### src/rtl/pia_host_pkg.sv
// Shared op codes, FSM states and PIA register map for the PIA bus host.
package pia_host_pkg;

  typedef enum logic [1:0] {
    OP_WRITE    = 2'b00,
    OP_READ     = 2'b01,
    OP_ARM_WAIT = 2'b10,
    OP_NOP      = 2'b11
  } op_e;

  typedef enum logic [3:0] {
    StIdle,
    StWrResp,
    StRdWait,
    StRdCap,
    StArm,
    StGap,
    StPollRd,
    StPollCap,
    StFinRd,
    StFinCap,
    StResp
  } state_e;

  localparam logic [6:0] SWCHA  = 7'h00;
  localparam logic [6:0] SWACNT = 7'h01;
  localparam logic [6:0] SWCHB  = 7'h02;
  localparam logic [6:0] SWBCNT = 7'h03;
  localparam logic [6:0] INTIM  = 7'h04;
  localparam logic [6:0] INSTAT = 7'h05;
  localparam logic [6:0] TIM1T  = 7'h14;
  localparam logic [6:0] TIM8T  = 7'h15;
  localparam logic [6:0] TIM64T = 7'h16;
  localparam logic [6:0] T1024T = 7'h17;

  localparam int unsigned INSTAT_UF_BIT = 7;

  function automatic logic is_timer_adr(input logic [6:0] adr);
    return (adr >= TIM1T) && (adr <= T1024T);
  endfunction

endpackage

### src/rtl/pia_host.sv
// Single-command bus initiator for the PIA: write, read, or arm the timer and poll for underflow.
// Optional PIA_HOST_POLLCNT_EN adds rsp_polls_o (INSTAT reads in the last ARM_WAIT).
module pia_host
  import pia_host_pkg::*;
#(
  parameter int unsigned POLL_GAP = 16,
  parameter int unsigned TO_W     = 20
) (
  input  logic            clk_i,
  input  logic            rst_i,
  input  logic            cmd_valid_i,
  output logic            cmd_ready_o,
  input  logic [1:0]      cmd_op_i,
  input  logic [6:0]      cmd_adr_i,
  input  logic [7:0]      cmd_dat_i,
  output logic            rsp_valid_o,
  output logic [7:0]      rsp_dat_o,
  output logic            rsp_err_o,
  output logic            stb_o,
  output logic            we_o,
  output logic [6:0]      adr_o,
  output logic [7:0]      dat_o,
  input  logic [7:0]      dat_i
`ifdef PIA_HOST_POLLCNT_EN
  ,
  output logic [15:0]     rsp_polls_o
`endif
);

  localparam logic [7:0] GapLast = 8'(POLL_GAP - 1);

  state_e          r_state;
  logic [7:0]      r_gap;
  logic [TO_W-1:0] r_to;
  logic [7:0]      r_instat;
  logic [7:0]      r_res;
  logic            r_err;
  logic            w_arm_busy;

  assign cmd_ready_o = (r_state == StIdle) && !rst_i;
  assign w_arm_busy  = r_state inside {StArm, StGap, StPollRd, StPollCap, StFinRd, StFinCap};

  always_ff @(posedge clk_i) begin
    if (rst_i) begin
      r_state     <= StIdle;
      stb_o       <= 1'b0;
      we_o        <= 1'b0;
      adr_o       <= '0;
      dat_o       <= '0;
      rsp_valid_o <= 1'b0;
      rsp_dat_o   <= '0;
      rsp_err_o   <= 1'b0;
      r_gap       <= '0;
      r_to        <= '0;
      r_instat    <= '0;
      r_res       <= '0;
      r_err       <= 1'b0;
    end else begin
      stb_o       <= 1'b0;
      rsp_valid_o <= 1'b0;
      if (w_arm_busy && (r_to != '1)) r_to <= r_to + 1'b1;
      unique case (r_state)
        StIdle: if (cmd_valid_i) begin
          r_to     <= '0;
          r_gap    <= '0;
          r_instat <= '0;
          unique case (op_e'(cmd_op_i))
            OP_WRITE: begin
              {stb_o, we_o} <= 2'b11;
              adr_o         <= cmd_adr_i;
              dat_o         <= cmd_dat_i;
              r_state       <= StWrResp;
            end
            OP_READ: begin
              {stb_o, we_o} <= 2'b10;
              adr_o         <= cmd_adr_i;
              r_state       <= StRdWait;
            end
            OP_ARM_WAIT: begin
              if (is_timer_adr(cmd_adr_i)) begin
                {stb_o, we_o} <= 2'b11;
                adr_o         <= cmd_adr_i;
                dat_o         <= cmd_dat_i;
                r_state       <= StArm;
              end else begin
                rsp_valid_o <= 1'b1;
                rsp_dat_o   <= '0;
                rsp_err_o   <= 1'b1;
              end
            end
            OP_NOP: begin
              rsp_valid_o <= 1'b1;
              rsp_dat_o   <= '0;
              rsp_err_o   <= 1'b0;
            end
          endcase
        end
        StWrResp: begin
          rsp_valid_o <= 1'b1;
          rsp_dat_o   <= '0;
          rsp_err_o   <= 1'b0;
          r_state     <= StIdle;
        end
        StRdWait: r_state <= StRdCap;
        StRdCap: begin
          rsp_valid_o <= 1'b1;
          rsp_dat_o   <= dat_i;
          rsp_err_o   <= 1'b0;
          r_state     <= StIdle;
        end
        StArm: r_state <= StGap;
        // Timeout only aborts between polls so an issued read always completes.
        StGap: begin
          if (r_to == '1) begin
            r_res   <= r_instat;
            r_err   <= 1'b1;
            r_state <= StResp;
          end else if (r_gap == GapLast) begin
            {stb_o, we_o} <= 2'b10;
            adr_o         <= INSTAT;
            r_state       <= StPollRd;
          end else begin
            r_gap <= r_gap + 1'b1;
          end
        end
        StPollRd: r_state <= StPollCap;
        StPollCap: begin
          r_instat <= dat_i;
          r_gap    <= '0;
          if (dat_i[INSTAT_UF_BIT]) begin
            {stb_o, we_o} <= 2'b10;
            adr_o         <= INTIM;
            r_state       <= StFinRd;
          end else begin
            r_state <= StGap;
          end
        end
        StFinRd: r_state <= StFinCap;
        StFinCap: begin
          r_res   <= dat_i;
          r_err   <= 1'b0;
          r_state <= StResp;
        end
        StResp: begin
          rsp_valid_o <= 1'b1;
          rsp_dat_o   <= r_res;
          rsp_err_o   <= r_err;
          r_state     <= StIdle;
        end
        default: r_state <= StIdle;
      endcase
    end
  end

`ifdef PIA_HOST_POLLCNT_EN
  logic [15:0] r_polls;

  // Poll count is published only alongside an ARM_WAIT response; zero otherwise.
  always_ff @(posedge clk_i) begin
    if (rst_i) begin
      r_polls     <= '0;
      rsp_polls_o <= '0;
    end else begin
      if (cmd_ready_o && cmd_valid_i) r_polls <= '0;
      else if ((r_state == StPollCap) && (r_polls != '1)) r_polls <= r_polls + 1'b1;
      rsp_polls_o <= (r_state == StResp) ? r_polls : '0;
    end
  end
`endif

endmodule
### config.mk
export PLATFORM = sky130hd
export DESIGN_NAME = pia_host
export DESIGN_NICKNAME = d
export VERILOG_FILES = /design/src/rtl/pia_host_pkg.sv /design/src/rtl/pia_host.sv
export SDC_FILE = /design/constraint.sdc
export NUM_CORES = 1
export LEC_CHECK = 0
export BUFFER_PORTS_ARGS = -buffer_cell sky130_fd_sc_hd__buf_4
export CAP_MARGIN = 30
export CORE_ASPECT_RATIO = 0.9
export CORE_MARGIN = 2
export CORE_UTILIZATION = 51
export CTS_CLUSTER_DIAMETER = 100
export CTS_CLUSTER_SIZE = 12
export DETAILED_ROUTE_END_ITERATION = 16
export PLACE_DENSITY = 0.75
export SKIP_CTS_REPAIR_TIMING = 1
export SYNTH_ARGS = -nofsm -noshare
export SYNTH_HDL_FRONTEND = slang
export SYNTH_SLANG_ARGS = --single-unit
### constraint.sdc
create_clock -name clk_i -period 2 [get_ports clk_i]
set_input_delay 0.3 -clock clk_i [delete_from_list [all_inputs] [get_ports clk_i]]
set_output_delay 0.3 -clock clk_i [all_outputs]
set_load 0.005 [all_outputs]
==> key figures <==
Logic synthesis
  – Syn Area/Cell: 8.62 um^2
  – Post-synth EDFFs: 0
  – Main synth FF type: dfxtp_1
  – Cell variety after synth: 58
  – Area of the mapped netlist: 3750 um^2
  – Post-synth net total: 470
  – Register area share after synthesis: 0.406
  – Ranking of synthesized cells by area: dfxtp_1 (41%), nor2_1 (7.4%), mux2i_1 (4.8%)
  – FFs w/ async S/R, synth: 0
  – Top-count cell post-synth: dfxtp_1
  – Commonest cells post-synth: dfxtp_1 (76), nor2_1 (74), a21oi_1 (34)
  – Yosys warnings: 0
  – Share of the synthesized area in the top cell type: 0.406
  – Area leader, netlist: dfxtp_1
  – Post-Syn Instances: 435
  – Register bit total from synthesis: 76

Clock tree
  – Num CTS Buffers: 9
  – Largest buffer count on any clock path: 2
  – Root Driver: clkbuf_8
  – Htree depth: 3
  – Clk slew on worst S/H paths: 0.09 ns
  – Clk_lat worst skew: 0.36 ns
  – Clk sink count: 76
  – CTS tree: built

STA
  – Fin crit period: 1.96 ns
  – Worst rel slew slack: 0.707
  – Final period util: 0.981
  – Setup TNS: 0 ns
  – Fin Clk Skew: 0.00852 ns
  – Fmax: 510 MHz
  – Max-slew violations: 0
  – Final hold viol count: 0
  – Final Setup Violations: 0
  – Worst Max-Slew Pin Slew: 0.435 ns
  – Final worst-path setup slack: 0.0378 ns

Floorplan
  – Die area: 8050 um^2
  – Core footprint: 7080 um^2
  – Chip Height: 85.3 um
  – Starting Density: 0.530
  – Top Ports: 56
  – Cell Rows: 29
  – Die Width: 94.4 um

Global route
  – Largest net degree at the start of global routing: 21
  – GR Overflow Total: 0
  – Gr usage total: 0.231
  – Global-route wire length before repair: 14800 um
  – Vias in the first global route: 3153
  – Initial antenna violation count: 0

Critical path
  – Worst Path Max Fanout: 10
  – Startpoint Class: flip-flop
  – Critical Path RT: 1.70 ns
  – R2r setup slk: 0.05 ns
  – Endpoint class of the critical path: output port
  – Worst EP arrival: 1.66 ns
  – WS Path Type: reg2out

Route
  – Vias: 3436
  – Wirelength per Cell: 15.1 um
  – DRT Pass-1 Iters: 4
  – Post-route ant nets: 0
  – Via/cell ratio: 5.63
  – Initial DRC count: 163
  – DRC errors left: 0
  – Routed WL: 9220 um

Power
  – Worst-case vdd ir drop: 0.000520 V
  – Logic pwr share: 0.124
  – Flop pwr share: 0.491
  – Total net switching power: 858 uW
  – Pwr dens: 671 nW/um^2
  – Sw Share: 0.270
  – Leakage: 0.00187 uW
  – Clock share of power: 0.385
  – Int Power: 2320 uW

Layout
  – Diode count: 0
  – Filler cells: 607
  – Fraction of layout cells with a size suffix above 1: 0.259
  – Final nets: 547
  – FF+latch area: 1530 um^2
  – Multi-input logic area: 2130 um^2
  – Layout area overhead: 26.4%

Worst hold path
  – Worst hold path class: in2reg

Outcome
  – Status: complete, no violations

Flow run
  – Number of max-cap violations: 0

Placed design
  – IO Port Bufs: 55
  – Final GP Congestion: 0.868
  – Post-Place Worst Slack: 0.0415 ns
  – Half-perimeter wire length after placement: 6410 um
sequential cells by signal (all words and copies together), names as in the netlist, 4 cells and up:
register / count
r_instat: 8
r_to: 20
r_gap: 8
dat_o: 8
rsp_dat_o: 8
adr_o: 7
r_res: 8
r_state: 4
cell families (layout without fill, tap and decap cells):
group	Yosys count	in the layout	share of synthesized area
compound gates	116	116	0.209
xor+xnor	18	18	0.0421
fa+ha+maj	7	7	0.0234
buf+inv	38	120	0.0467
flops	76	76	0.406
mux	19	19	0.0511
simple gates	161	161	0.222
cells in the final DEF, fill, tap and decap left out, drive strengths merged, types with 4 or more instances in the layout:
master / synthesis / layout
a211oi: 12 / 12
a21oi: 34 / 34
a22oi: 16 / 16
and3: 9 / 9
buf: 13 / 93
clkbuf: 15 / 10
dfxtp: 76 / 76
ha: 7 / 7
inv: 10 / 13
mux2i: 18 / 18
nand2: 16 / 16
nand2b: 4 / 4
nand3: 8 / 8
nand4: 11 / 11
nor2: 74 / 74
nor3: 4 / 4
nor4: 4 / 4
o2111ai: 6 / 6
o211ai: 4 / 4
o21ai: 20 / 20
o31ai: 6 / 6
or3: 5 / 5
or4: 6 / 6
xor2: 18 / 18
power by group through the flow:
stage / Clock [uW] / Combinational (uW) / Sequential (uW)
detailed placement: 0 / 381 / 1590
finish: 1220 / 394 / 1560
CTS: 1250 / 383 / 1560
floorplan: 0 / 207 / 1590
global route: 1310 / 430 / 1560
global placement: 0 / 374 / 1590
critical path, stage by stage, from the launching register on:
cell and delay [ns]:
dfxtp_4 0.39, buf_4 0.18, or4_4 0.49, nor2_2 0.12
buf_4 0.12
area by class of cell:
| cell class | instances | area share |
|---|---|---|
| Inverter | 10 | 0.00792 |
| Sequential cell | 76 | 0.322 |
| Timing Repair Buffer | 94 | 0.152 |
| Multi-Input combinational cell | 321 | 0.449 |
| Clock inverter | 7 | 0.0174 |
| Tap cell | 93 | 0.0246 |
| Clock buffer | 9 | 0.0261 |
stage by stage:
step	instance area, um^2	hold slack, ns	utilization	power (uW)	instances
6_report	4740	0.173	0.670	3180	610
5_1_grt	4740	0.176	0.670	3310	610
4_1_cts	4650	0.160	0.657	3190	609
3_5_place_dp	4440	0.453	0.628	1970	593
3_3_place_gp	4440	0.446	0.628	1970	593
2_1_floorplan	3750	0.436	-	1800	435
routing by layer:
layer,vias to the layer above,GRT usage,part of all wire
met5,-,0,0
met4,0,0.0738,0.016
met3,13,0.0417,0.049
met2,88,0.368,0.47
met1,1609,0.317,0.46
li1,1726,-,-
path summary, 6_finish.rpt:
path	depth (start not counted)	from	end
worst max register to register	5	r_state[3]	r_to[19]
worst max-delay path	4	r_state[2]	cmd_ready_o
worst min register to register	2	r_instat[7]	r_instat[7]
worst min-delay path	3	cmd_dat_i[7]	dat_o[7]
(Power assumes the default switching activity.)
